$ cat config.mk
export PLATFORM = sky130hd
export DESIGN_NAME = gpio_axi_lite
export DESIGN_NICKNAME = d
export VERILOG_FILES = /design/src/rtl/gpio_axi_pkg.sv /design/src/rtl/gpio_axi_lite_sync_edge.sv /design/src/rtl/gpio_axi_lite.sv
export SDC_FILE = /design/constraint.sdc
export NUM_CORES = 1
export LEC_CHECK = 0
export BUFFER_PORTS_ARGS = -buffer_cell sky130_fd_sc_hd__buf_2
export CAP_MARGIN = 20
export CORE_UTILIZATION = 40
export CTS_CLUSTER_SIZE = 14
export DETAILED_ROUTE_END_ITERATION = 10
export HOLD_SLACK_MARGIN = 0.06
export PLACE_DENSITY = 0.65
export RECOVER_POWER = 100
export SYNTH_ARGS = -nofsm -noshare
export SYNTH_HDL_FRONTEND = slang
export SYNTH_SLANG_ARGS = --single-unit
$ cat constraint.sdc
create_clock -name axi_aclk -period 4.2 [get_ports axi_aclk]
set_input_delay 0.84 -clock axi_aclk [delete_from_list [all_inputs] [get_ports axi_aclk]]
set_output_delay 0.84 -clock axi_aclk [all_outputs]
set_load 0.03 [all_outputs]
$ cat src/rtl/gpio_axi_pkg.sv
// gpio_axi_pkg: shared definitions for the AXI4-Lite GPIO controller.
//   - register offsets (addr[7:0])
//   - AXI response codes
//   - maximum pin count
//   - helpers: byte-strobe expansion, address legality per access type
package gpio_axi_pkg;

  localparam int unsigned GPIO_MAX_WIDTH = 32;

  localparam logic [7:0] ADDR_OE       = 8'h00;
  localparam logic [7:0] ADDR_OUT      = 8'h04;
  localparam logic [7:0] ADDR_IN       = 8'h08;
  localparam logic [7:0] ADDR_OUT_SET  = 8'h0C;
  localparam logic [7:0] ADDR_OUT_CLR  = 8'h10;
  localparam logic [7:0] ADDR_OUT_TGL  = 8'h14;
  localparam logic [7:0] ADDR_IRQ_EN   = 8'h18;
  localparam logic [7:0] ADDR_IRQ_RISE = 8'h1C;
  localparam logic [7:0] ADDR_IRQ_FALL = 8'h20;
  localparam logic [7:0] ADDR_IRQ_STAT = 8'h24;

  localparam logic [1:0] RESP_OKAY   = 2'b00;
  localparam logic [1:0] RESP_SLVERR = 2'b10;

  // Expand WSTRB into a 32-bit bit-enable mask.
  function automatic logic [31:0] strb_to_mask(input logic [3:0] strb);
    logic [31:0] m;
    m = '0;
    for (int unsigned i = 0; i < 4; i++) m[i*8 +: 8] = {8{strb[i]}};
    return m;
  endfunction

  // IN is readable but not writable; every other mapped offset accepts both
  // (write-only registers read back as 0, IRQ registers are OKAY even when
  // the interrupt logic is compiled out).
  function automatic logic addr_ok(input logic [7:0] a, input logic is_wr);
    case (a)
      ADDR_IN: return !is_wr;
      ADDR_OE, ADDR_OUT, ADDR_OUT_SET, ADDR_OUT_CLR, ADDR_OUT_TGL,
      ADDR_IRQ_EN, ADDR_IRQ_RISE, ADDR_IRQ_FALL, ADDR_IRQ_STAT: return 1'b1;
      default: return 1'b0;
    endcase
  endfunction

endpackage

$ cat src/rtl/gpio_axi_lite_sync_edge.sv
// gpio_sync_edge: STAGES-deep synchroniser for a vector of asynchronous pad
// inputs, plus a previous-sample register for edge detection.
// Ports:
//   i_clk, i_rstn     clock, synchronous active-low reset
//   i_d   [WIDTH]     asynchronous inputs
//   o_s   [WIDTH]     synchronised value (last stage)
//   o_rise/o_fall     s & ~p / ~s & p, combinational from registered state
module gpio_sync_edge
  import gpio_axi_pkg::*;
#(
  parameter int unsigned WIDTH  = GPIO_MAX_WIDTH,
  parameter int unsigned STAGES = 2
) (
  input  logic             i_clk,
  input  logic             i_rstn,
  input  logic [WIDTH-1:0] i_d,
  output logic [WIDTH-1:0] o_s,
  output logic [WIDTH-1:0] o_rise,
  output logic [WIDTH-1:0] o_fall
);

  logic [WIDTH-1:0] r_sync [STAGES];
  logic [WIDTH-1:0] r_prev;

  always_ff @(posedge i_clk) begin
    if (!i_rstn) begin
      for (int unsigned k = 0; k < STAGES; k++) r_sync[k] <= '0;
      r_prev <= '0;
    end else begin
      r_sync[0] <= i_d;
      for (int unsigned k = 1; k < STAGES; k++) r_sync[k] <= r_sync[k-1];
      r_prev <= r_sync[STAGES-1];
    end
  end

  assign o_s    = r_sync[STAGES-1];
  assign o_rise = o_s & ~r_prev;
  assign o_fall = ~o_s & r_prev;

endmodule

$ cat src/rtl/gpio_axi_lite.sv
// gpio_axi_lite: AXI4-Lite GPIO controller with OE/OUT registers, atomic
// set/clear/toggle, synchronised input sampling and optional per-pin edge
// interrupts (sticky W1C status).
// Optional feature macro: GPIO_IRQ_EN (edge detect, IRQ_EN/RISE/FALL/STAT,
// irq output, post-reset settle counter). Undefined: those registers read 0,
// writes are OKAY no-ops, irq tied 0.
// Ports:
//   axi_aclk, axi_arstn            clock, synchronous active-low reset
//   M_AXI_AW*/W*/B*                write address/data/response channels
//   M_AXI_AR*/R*                   read address/data channels
//   gpio_i / gpio_o / gpio_oe      pad input, output value, output enable
//   irq                            registered level interrupt
module gpio_axi_lite
  import gpio_axi_pkg::*;
#(
  parameter int unsigned GPIO_WIDTH  = 32,
  parameter int unsigned SYNC_STAGES = 2
) (
  input  logic                  axi_aclk,
  input  logic                  axi_arstn,
  input  logic                  M_AXI_AWVALID,
  output logic                  M_AXI_AWREADY,
  input  logic [31:0]           M_AXI_AWADDR,
  input  logic                  M_AXI_WVALID,
  output logic                  M_AXI_WREADY,
  input  logic [31:0]           M_AXI_WDATA,
  input  logic [3:0]            M_AXI_WSTRB,
  output logic                  M_AXI_BVALID,
  input  logic                  M_AXI_BREADY,
  output logic [1:0]            M_AXI_BRESP,
  input  logic                  M_AXI_ARVALID,
  output logic                  M_AXI_ARREADY,
  input  logic [31:0]           M_AXI_ARADDR,
  output logic                  M_AXI_RVALID,
  input  logic                  M_AXI_RREADY,
  output logic [31:0]           M_AXI_RDATA,
  output logic [1:0]            M_AXI_RRESP,
  input  logic [GPIO_WIDTH-1:0] gpio_i,
  output logic [GPIO_WIDTH-1:0] gpio_o,
  output logic [GPIO_WIDTH-1:0] gpio_oe,
  output logic                  irq
);

  logic [GPIO_WIDTH-1:0] r_oe, r_out;
  logic [GPIO_WIDTH-1:0] w_in, w_rise, w_fall;
  logic                  r_awready, r_bvalid, r_arready, r_rvalid;
  logic [1:0]            r_bresp, r_rresp;
  logic [31:0]           r_rdata, w_rdata;

  gpio_sync_edge #(.WIDTH(GPIO_WIDTH), .STAGES(SYNC_STAGES)) u_sync (
    .i_clk  (axi_aclk),
    .i_rstn (axi_arstn),
    .i_d    (gpio_i),
    .o_s    (w_in),
    .o_rise (w_rise),
    .o_fall (w_fall)
  );

  logic [7:0]            w_waddr, w_raddr;
  logic                  w_wr_fire, w_rd_fire;
  logic [31:0]           w_strb32, w_bits32;
  logic [GPIO_WIDTH-1:0] w_bits, w_keep;

  assign w_waddr   = M_AXI_AWADDR[7:0];
  assign w_raddr   = M_AXI_ARADDR[7:0];
  assign w_wr_fire = r_awready & M_AXI_AWVALID & M_AXI_WVALID;
  assign w_rd_fire = r_arready & M_AXI_ARVALID;
  assign w_strb32  = strb_to_mask(M_AXI_WSTRB);
  assign w_bits32  = M_AXI_WDATA & w_strb32;
  // w_bits: strobed data bits; w_keep: bits whose byte lane is not strobed.
  assign w_bits    = w_bits32[GPIO_WIDTH-1:0];
  assign w_keep    = ~w_strb32[GPIO_WIDTH-1:0];

  logic w_unused_addr;
  assign w_unused_addr = ^{M_AXI_AWADDR[31:8], M_AXI_ARADDR[31:8]};

  // Channel handshakes: READY pulses are registered, so a request is accepted
  // on the second cycle it is presented; the pending response blocks reissue.
  always_ff @(posedge axi_aclk) begin
    if (!axi_arstn) begin
      r_awready <= 1'b0;
      r_bvalid  <= 1'b0;
      r_bresp   <= RESP_OKAY;
      r_arready <= 1'b0;
      r_rvalid  <= 1'b0;
      r_rresp   <= RESP_OKAY;
      r_rdata   <= '0;
    end else begin
      r_awready <= M_AXI_AWVALID & M_AXI_WVALID & ~r_bvalid & ~r_awready;
      if (w_wr_fire) begin
        r_bvalid <= 1'b1;
        r_bresp  <= addr_ok(w_waddr, 1'b1) ? RESP_OKAY : RESP_SLVERR;
      end else if (r_bvalid && M_AXI_BREADY) begin
        r_bvalid <= 1'b0;
      end
      r_arready <= M_AXI_ARVALID & ~r_rvalid & ~r_arready;
      if (w_rd_fire) begin
        r_rvalid <= 1'b1;
        r_rdata  <= w_rdata;
        r_rresp  <= addr_ok(w_raddr, 1'b0) ? RESP_OKAY : RESP_SLVERR;
      end else if (r_rvalid && M_AXI_RREADY) begin
        r_rvalid <= 1'b0;
      end
    end
  end

  always_ff @(posedge axi_aclk) begin
    if (!axi_arstn) begin
      r_oe  <= '0;
      r_out <= '0;
    end else if (w_wr_fire) begin
      case (w_waddr)
        ADDR_OE:      r_oe  <= (r_oe & w_keep) | w_bits;
        ADDR_OUT:     r_out <= (r_out & w_keep) | w_bits;
        ADDR_OUT_SET: r_out <= r_out | w_bits;
        ADDR_OUT_CLR: r_out <= r_out & ~w_bits;
        ADDR_OUT_TGL: r_out <= r_out ^ w_bits;
        default: ;
      endcase
    end
  end

`ifdef GPIO_IRQ_EN
  localparam logic [2:0] SETTLE_CYCLES = 3'(SYNC_STAGES + 1);

  logic [GPIO_WIDTH-1:0] r_irq_en, r_irq_rise, r_irq_fall, r_irq_stat;
  logic [GPIO_WIDTH-1:0] w_edges, w_stat_clr;
  logic [2:0]            r_settle;
  logic                  r_irq, w_settled;

  // The synchroniser starts from 0, so a pin already high at reset release
  // looks like a rising edge until the chain and previous sample have filled.
  assign w_settled  = (r_settle == SETTLE_CYCLES);
  assign w_edges    = w_settled ? ((w_rise & r_irq_rise) | (w_fall & r_irq_fall)) : '0;
  assign w_stat_clr = (w_wr_fire && w_waddr == ADDR_IRQ_STAT) ? w_bits : '0;

  always_ff @(posedge axi_aclk) begin
    if (!axi_arstn) begin
      r_settle   <= '0;
      r_irq_en   <= '0;
      r_irq_rise <= '0;
      r_irq_fall <= '0;
      r_irq_stat <= '0;
      r_irq      <= 1'b0;
    end else begin
      if (!w_settled) r_settle <= r_settle + 3'd1;
      if (w_wr_fire) begin
        case (w_waddr)
          ADDR_IRQ_EN:   r_irq_en   <= (r_irq_en & w_keep) | w_bits;
          ADDR_IRQ_RISE: r_irq_rise <= (r_irq_rise & w_keep) | w_bits;
          ADDR_IRQ_FALL: r_irq_fall <= (r_irq_fall & w_keep) | w_bits;
          default: ;
        endcase
      end
      // Clear applied before set so a same-cycle new edge wins.
      r_irq_stat <= (r_irq_stat & ~w_stat_clr) | w_edges;
      r_irq      <= |(r_irq_stat & r_irq_en);
    end
  end

  assign irq = r_irq;
`else
  logic w_unused_edges;
  assign w_unused_edges = ^{w_rise, w_fall};
  assign irq = 1'b0;
`endif

  always_comb begin
    w_rdata = '0;
    case (w_raddr)
      ADDR_OE:       w_rdata = 32'(r_oe);
      ADDR_OUT:      w_rdata = 32'(r_out);
      ADDR_IN:       w_rdata = 32'(w_in);
`ifdef GPIO_IRQ_EN
      ADDR_IRQ_EN:   w_rdata = 32'(r_irq_en);
      ADDR_IRQ_RISE: w_rdata = 32'(r_irq_rise);
      ADDR_IRQ_FALL: w_rdata = 32'(r_irq_fall);
      ADDR_IRQ_STAT: w_rdata = 32'(r_irq_stat);
`endif
      default: ;
    endcase
  end

  assign M_AXI_AWREADY = r_awready;
  assign M_AXI_WREADY  = r_awready;
  assign M_AXI_BVALID  = r_bvalid;
  assign M_AXI_BRESP   = r_bresp;
  assign M_AXI_ARREADY = r_arready;
  assign M_AXI_RVALID  = r_rvalid;
  assign M_AXI_RDATA   = r_rdata;
  assign M_AXI_RRESP   = r_rresp;
  assign gpio_o        = r_out;
  assign gpio_oe       = r_oe;

endmodule

# After elaboration in Yosys (flattened, before gate mapping)
# Memories as Yosys holds them, arrays and structs flattened.
# Index checks and enable logic that the tools add are counted.
# totals
output_inout_bits,106
reg_bits,104
memories,1
elab_cells,80
ram_bits,64
inputBits,139
# classes
reduce_logical,11
bitwise_logic,24
n_eq_ne,17
n_mux,18
# memory_table
memory,depth,width,rd,rd_clocked_by_memory_dff,write_ports,line_no,source
u_sync.r_sync,2,32,2,0,2,gpio_axi_lite_sync_edge.sv:22,logic [WIDTH-1:0] r_sync [STAGES];
# op_table
operator,count
bitwise AND 32 bit,4
one-hot mux 32 bit (4 select lines),1
OR 32 bit,3
one-hot mux 32 bit (3 select lines),1
"== test 8 x 5 -> 1 bit, second input constant",8
two-way mux 32 bit,2
inverter 32 bit,2
"== test 8 x 6 -> 1 bit, second input constant",4
bitwise XOR 32 bit,1
"== test 8 x 4 -> 1 bit, second input constant",3
"== test 8 x 3 -> 1 bit, second input constant",2
logical NOT 8 bit,2
two-way mux 1 bit,12
OR reduction 10 bit,1
OR reduction 9 bit,1
bitwise AND 1 bit,8
two-way mux 2 bit,2
inverter 1 bit,4
AND reduction 2 bit,2
nonzero test 2 bit,2
nonzero test 4 bit,1
logical AND 1 bit,2
OR 1 bit,2

# Longest topological paths before layout
# logic_depth
ltp_word,6
depth_mapped,8
mapped_depth_nobuf,6

# Hierarchy
# From an unflattened synthesis, not the netlist that was laid out.
# unflattened
hier_cells,915
area_unflattened_um2,8733.4
# modules_own_cells
mod,cells_per_inst,n_inst,area_each_um2,seq_area_each_um2
gpio_axi_lite,617,1,5489.0,2042.0
gpio_sync_edge,298,1,3244.4,1921.8

# Worst setup path after synthesis
# Ideal clock, no wire load.
# synth_timing
path_kind,input to register
startpoint,input port M_AXI_AWADDR[1]
endpoint,register r_out[24] (netlist: gpio_o[24])
path_stages,3
t_arrival_ns,2.129
setup_time_ns,0.117
n_path_buf,0
required_time_ns,4.083
setup_slack_ns,1.954
path_cell_list,or4_4 o41a_1 a22o_1
# synth_between
elab_chain_cells,3
elab_cells_between_ends,7
cone_classes,eq/ne (4); mux (1); reduce/logical (2)
# synth_lines
element,line_no,source
"start, declared",gpio_axi_lite.sv:23,"input logic [31:0] M_AXI_AWADDR,"
"== test 8 x 5 -> 1 bit, or another cell as far along",gpio_axi_lite.sv:112,case (w_waddr)
nonzero test 4 bit (no source line),-,
AND reduction 2 bit (no source line),-,
"end signal, assigned",gpio_axi_lite.sv:114,ADDR_OUT: r_out <= (r_out & w_keep) | w_bits;
"end signal, assigned",gpio_axi_lite.sv:115,ADDR_OUT_SET: r_out <= r_out | w_bits;
"end signal, assigned",gpio_axi_lite.sv:116,ADDR_OUT_CLR: r_out <= r_out & ~w_bits;
"end, declared",gpio_axi_lite.sv:44,"logic [GPIO_WIDTH-1:0] r_oe, r_out;"
# Several ways; a longest one is shown, not always the timed one.
# A chain may end at the register's enable or synchronous reset.

# Worst setup path in the final report
# layout_timing
startpoint,input port M_AXI_ARADDR[3]
endpoint,register r_rdata[17] (netlist: M_AXI_RDATA[17])
# layout_between
elab_chain_cells,2
elab_cells_between_ends,4
cone_classes,eq/ne (2); mux (1); reduce/logical (1)
# layout_lines
element,line_no,source
"start, declared",gpio_axi_lite.sv:33,"input logic [31:0] M_AXI_ARADDR,"
"== test 8 x 4 -> 1 bit, or another cell as far along",gpio_axi_lite.sv:170,case (w_raddr)
one-hot mux 32 bit (3 select lines) (*),gpio_axi_lite.sv:170,
"end signal, assigned",gpio_axi_lite.sv:99,r_rdata <= w_rdata;
"end, declared",gpio_axi_lite.sv:48,"logic [31:0] r_rdata, w_rdata;"
# Every way passes the cells marked *; elsewhere a longest branch is shown, timed or not.

==> impl_metrics.py <==
metrics = {
    "cts": {
        "cts_buffers": 17,
        "cts_resized": 0,
        "insertion_delay_ns": 0.42,
        "clkSinkCount": 166,
        "clk_path_buf_depth": 2,
        "clkTransAtPathRegs_ns": 0.06,
        "root_buffer": "clkbuf_16",
        "cts_hold_buf": 0,
        "cts_tree": "yes",
        "postCtsSetupBuffers": 0,
        "htreeDepth": 4,
    },
    "min_path": {
        "hold_path_depth": 1,
        "hold_path_end": "u_sync.r_sync[0][33]",
        "hold_start": "u_sync.r_sync[0][1]",
        "holdCritPathClass": "reg2reg",
    },
    "timing": {
        "hold_violations": 0,
        "slew_violations": 93,
        "period_needed_ns": 2.99,
        "max_freq_ghz": 0.335,
        "setup_viol": 0,
        "tns_ns": 0,
        "worst_pin_slew_ns": 2.00,
        "fin_skew_ns": 0.0109,
        "slew_headroom_pct": -33.4,
        "finalWorstSetupSlack_ns": 1.21,
        "period_share_pct": 71.1,
        "rsz0062_at_grt": "false",
    },
    "detailed_routing": {
        "dr.pass1.iters": 4,
        "drtAntennaViolNets": 0,
        "drt-initial-drc-count": 245,
        "routedWlPerCell_um": 16.0,
        "wl_um": 18900,
        "vias": 6035,
        "vias_per_cell": 5.10,
        "drc": 0,
    },
    "die": {
        "initial_utilization_pct": 41.0,
        "die_w_um": 138,
        "ioPinCount": 245,
        "rows": 49,
        "die_height_um": 138,
        "die_area_um2": 19000,
        "coreArea_um2": 18000,
    },
    "critical_path": {
        "required_ns": 4.56,
        "worstSetupPathType": "in2reg",
        "start_kind": "input port",
        "r2r_end": "M_AXI_RDATA[17]",
        "cp_slowest_stage_delay_ns": 1.12,
        "crit_slowest_cell": "nand3_1",
        "worstSetupEndpointType": "flip-flop",
        "timing.reg2reg.setup_slack_ns": 1.83,
        "worst-path-max-fanout": 35,
        "crit_chain": "buf_2, a211oi_1, nand3_1, o21ai_0, and2_0",
        "critical_path_arrival_ns": 3.35,
        "rr_startpoint": "M_AXI_ARREADY",
        "r2r_cells": 4,
    },
    "synth": {
        "synth_area_per_cell_um2": 9.39,
        "yosysTopAreaCell": "dfxtp_1",
        "netlist_instances": 786,
        "yosysSeqAreaShare_pct": 45.0,
        "ys_types": 36,
        "synth_seq_cells": 166,
        "synth.area.top_cells": "dfxtp_1, mux2i_1, and2_1",
        "ys.warnings.count": 0,
        "synth_area_um2": 7380,
        "synth.top_cell.area_share_pct": 45.0,
    },
    "global_routing": {
        "overflow": 0,
        "antenna_found_initial": 3,
        "grt_usage_pct": 20.3,
        "grt_pass1_vias": 5620,
        "grt_max_degree": 83,
        "grt_pass1_wl_um": 29300,
    },
    "cells_and_area": {
        "ff_latch_area_um2": 3320,
        "drive_gt1_share_pct": 13.7,
        "fillers": 1772,
        "area_growth_pct": 20.1,
        "final_nets": 1112,
        "layout_common_cells": "dfxtp_1, clkbuf_1, buf_2, nand2_1, nor2b_1",
        "multi_input_area_um2": 3780,
        "final_common_cell": "dfxtp_1",
        "num_antenna_cells": 0,
    },
    "placed_design": {
        "gp_congestion": 0.728,
        "io_buffers": 193,
        "dp_worst_setup_slack_ns": 1.26,
        "hpwl_um": 12300,
    },
    "run_status": {
        "outcome": "complete, but fails checks",
        "violations": "max-capacitance violations, max-slew violations",
    },
    "pwr": {
        "p_per_area_nw_per_um2": 389,
        "p_leak_nw": 3.73,
        "ir_drop_v": 0.000273,
    },
    "job": {
        "cap_violations": 2,
    },
}
## worst max-delay path, delay by kind of cell
| family | cells | cell delay, ns |
|---|---|---|
| simple gates | 2 | 1.29 |
| compound gates | 2 | 0.82 |
| buf+inv | 1 | 0.38 |
## cells by family after synthesis
family          after synthesis  synth area share [%]
compound gates              159                  14.5
fa+ha+maj                    32                  5.42
buf+inv                      64                  3.69
flops                       166                  45.0
mux                          64                  8.68
other cells                   1                0.0508
simple gates                300                  22.6
## worst max path at each step
stage / endpoint / start / cells past startpoint
after floorplan: gpio_o[24] / M_AXI_AWADDR[1] / 3
after global placement: M_AXI_RDATA[25] / M_AXI_ARADDR[3] / 5
after detailed placement: M_AXI_RDATA[11] / M_AXI_ARADDR[3] / 5
after CTS: M_AXI_RDATA[11] / M_AXI_ARADDR[3] / 5
after global routing: M_AXI_ARREADY / axi_arstn / 3
final: M_AXI_RDATA[17] / M_AXI_ARADDR[3] / 5
## where the power goes
part	total [mW]	leakage (nW)	internal, mW	switching [mW]
registers	1.61	1.35	1.60	0.00819
logic	0.246	2.08	0.102	0.144
clock network	1.59	0.293	0.943	0.651
total	3.45	3.73	2.65	0.803
## metrics by stage
| step | util (%) | instances | total power [mW] | instance area [um^2] | hold slack (ns) |
|---|---|---|---|---|---|
| 2_1_floorplan | - | 788 | 1.81 | 7390 | 0.412 |
| 3_3_place_gp | 46.8 | 1151 | 1.89 | 8430 | 0.414 |
| 3_5_place_dp | 46.8 | 1151 | 1.90 | 8430 | 0.420 |
| 4_1_cts | 50.1 | 1183 | 3.50 | 9030 | 0.436 |
| 5_1_grt | 49.2 | 1183 | 3.58 | 8870 | 0.440 |
| 6_report | 49.2 | 1183 | 3.45 | 8870 | 0.431 |
## synthesized netlist by cell type
master / n
dfxtp_1: 166
and2_1: 97
nand2_1: 80
nor2b_1: 70
mux2i_1: 64
clkbuf_1: 51
o21ai_0: 44
a2bb2oi_1: 32
ha_1: 32
a21oi_1: 22
a22o_1: 18
nor3_1: 18
nor2_1: 17
a31oi_1: 16
a211oi_1: 15
buf_2: 5
buf_4: 5
o21ai_1: 5
nand4_2: 4
o41a_1: 4
nand4b_1: 3
and4b_1: 2
buf_1: 2
nand2b_1: 2
a21boi_0: 1
and3_1: 1
buf_6: 1
conb_1: 1
nand3_1: 1
nor3_2: 1
nor4_1: 1
nor4_2: 1
nor4bb_1: 1
o21a_1: 1
o22ai_1: 1
or4_4: 1
## layer usage
| metal | vias up | track usage [%] | routed length (um) |
|---|---|---|---|
| li1 | 3024 | - | - |
| met1 | 2820 | 26.4 | 8970 |
| met2 | 165 | 32.7 | 8590 |
| met3 | 22 | 5.19 | 1120 |
| met4 | 4 | 6.22 | 219 |
| met5 | - | 0 | 17 |
## cell type report
cell class	count	area share, %
well taps	229	3.23
flip-flops and latches	166	37.5
repair buffers	198	9.85
multi-input cells	558	42.6
clock buffers	22	5.46
clock inverters	10	1.35
(Power assumes the default switching activity.)
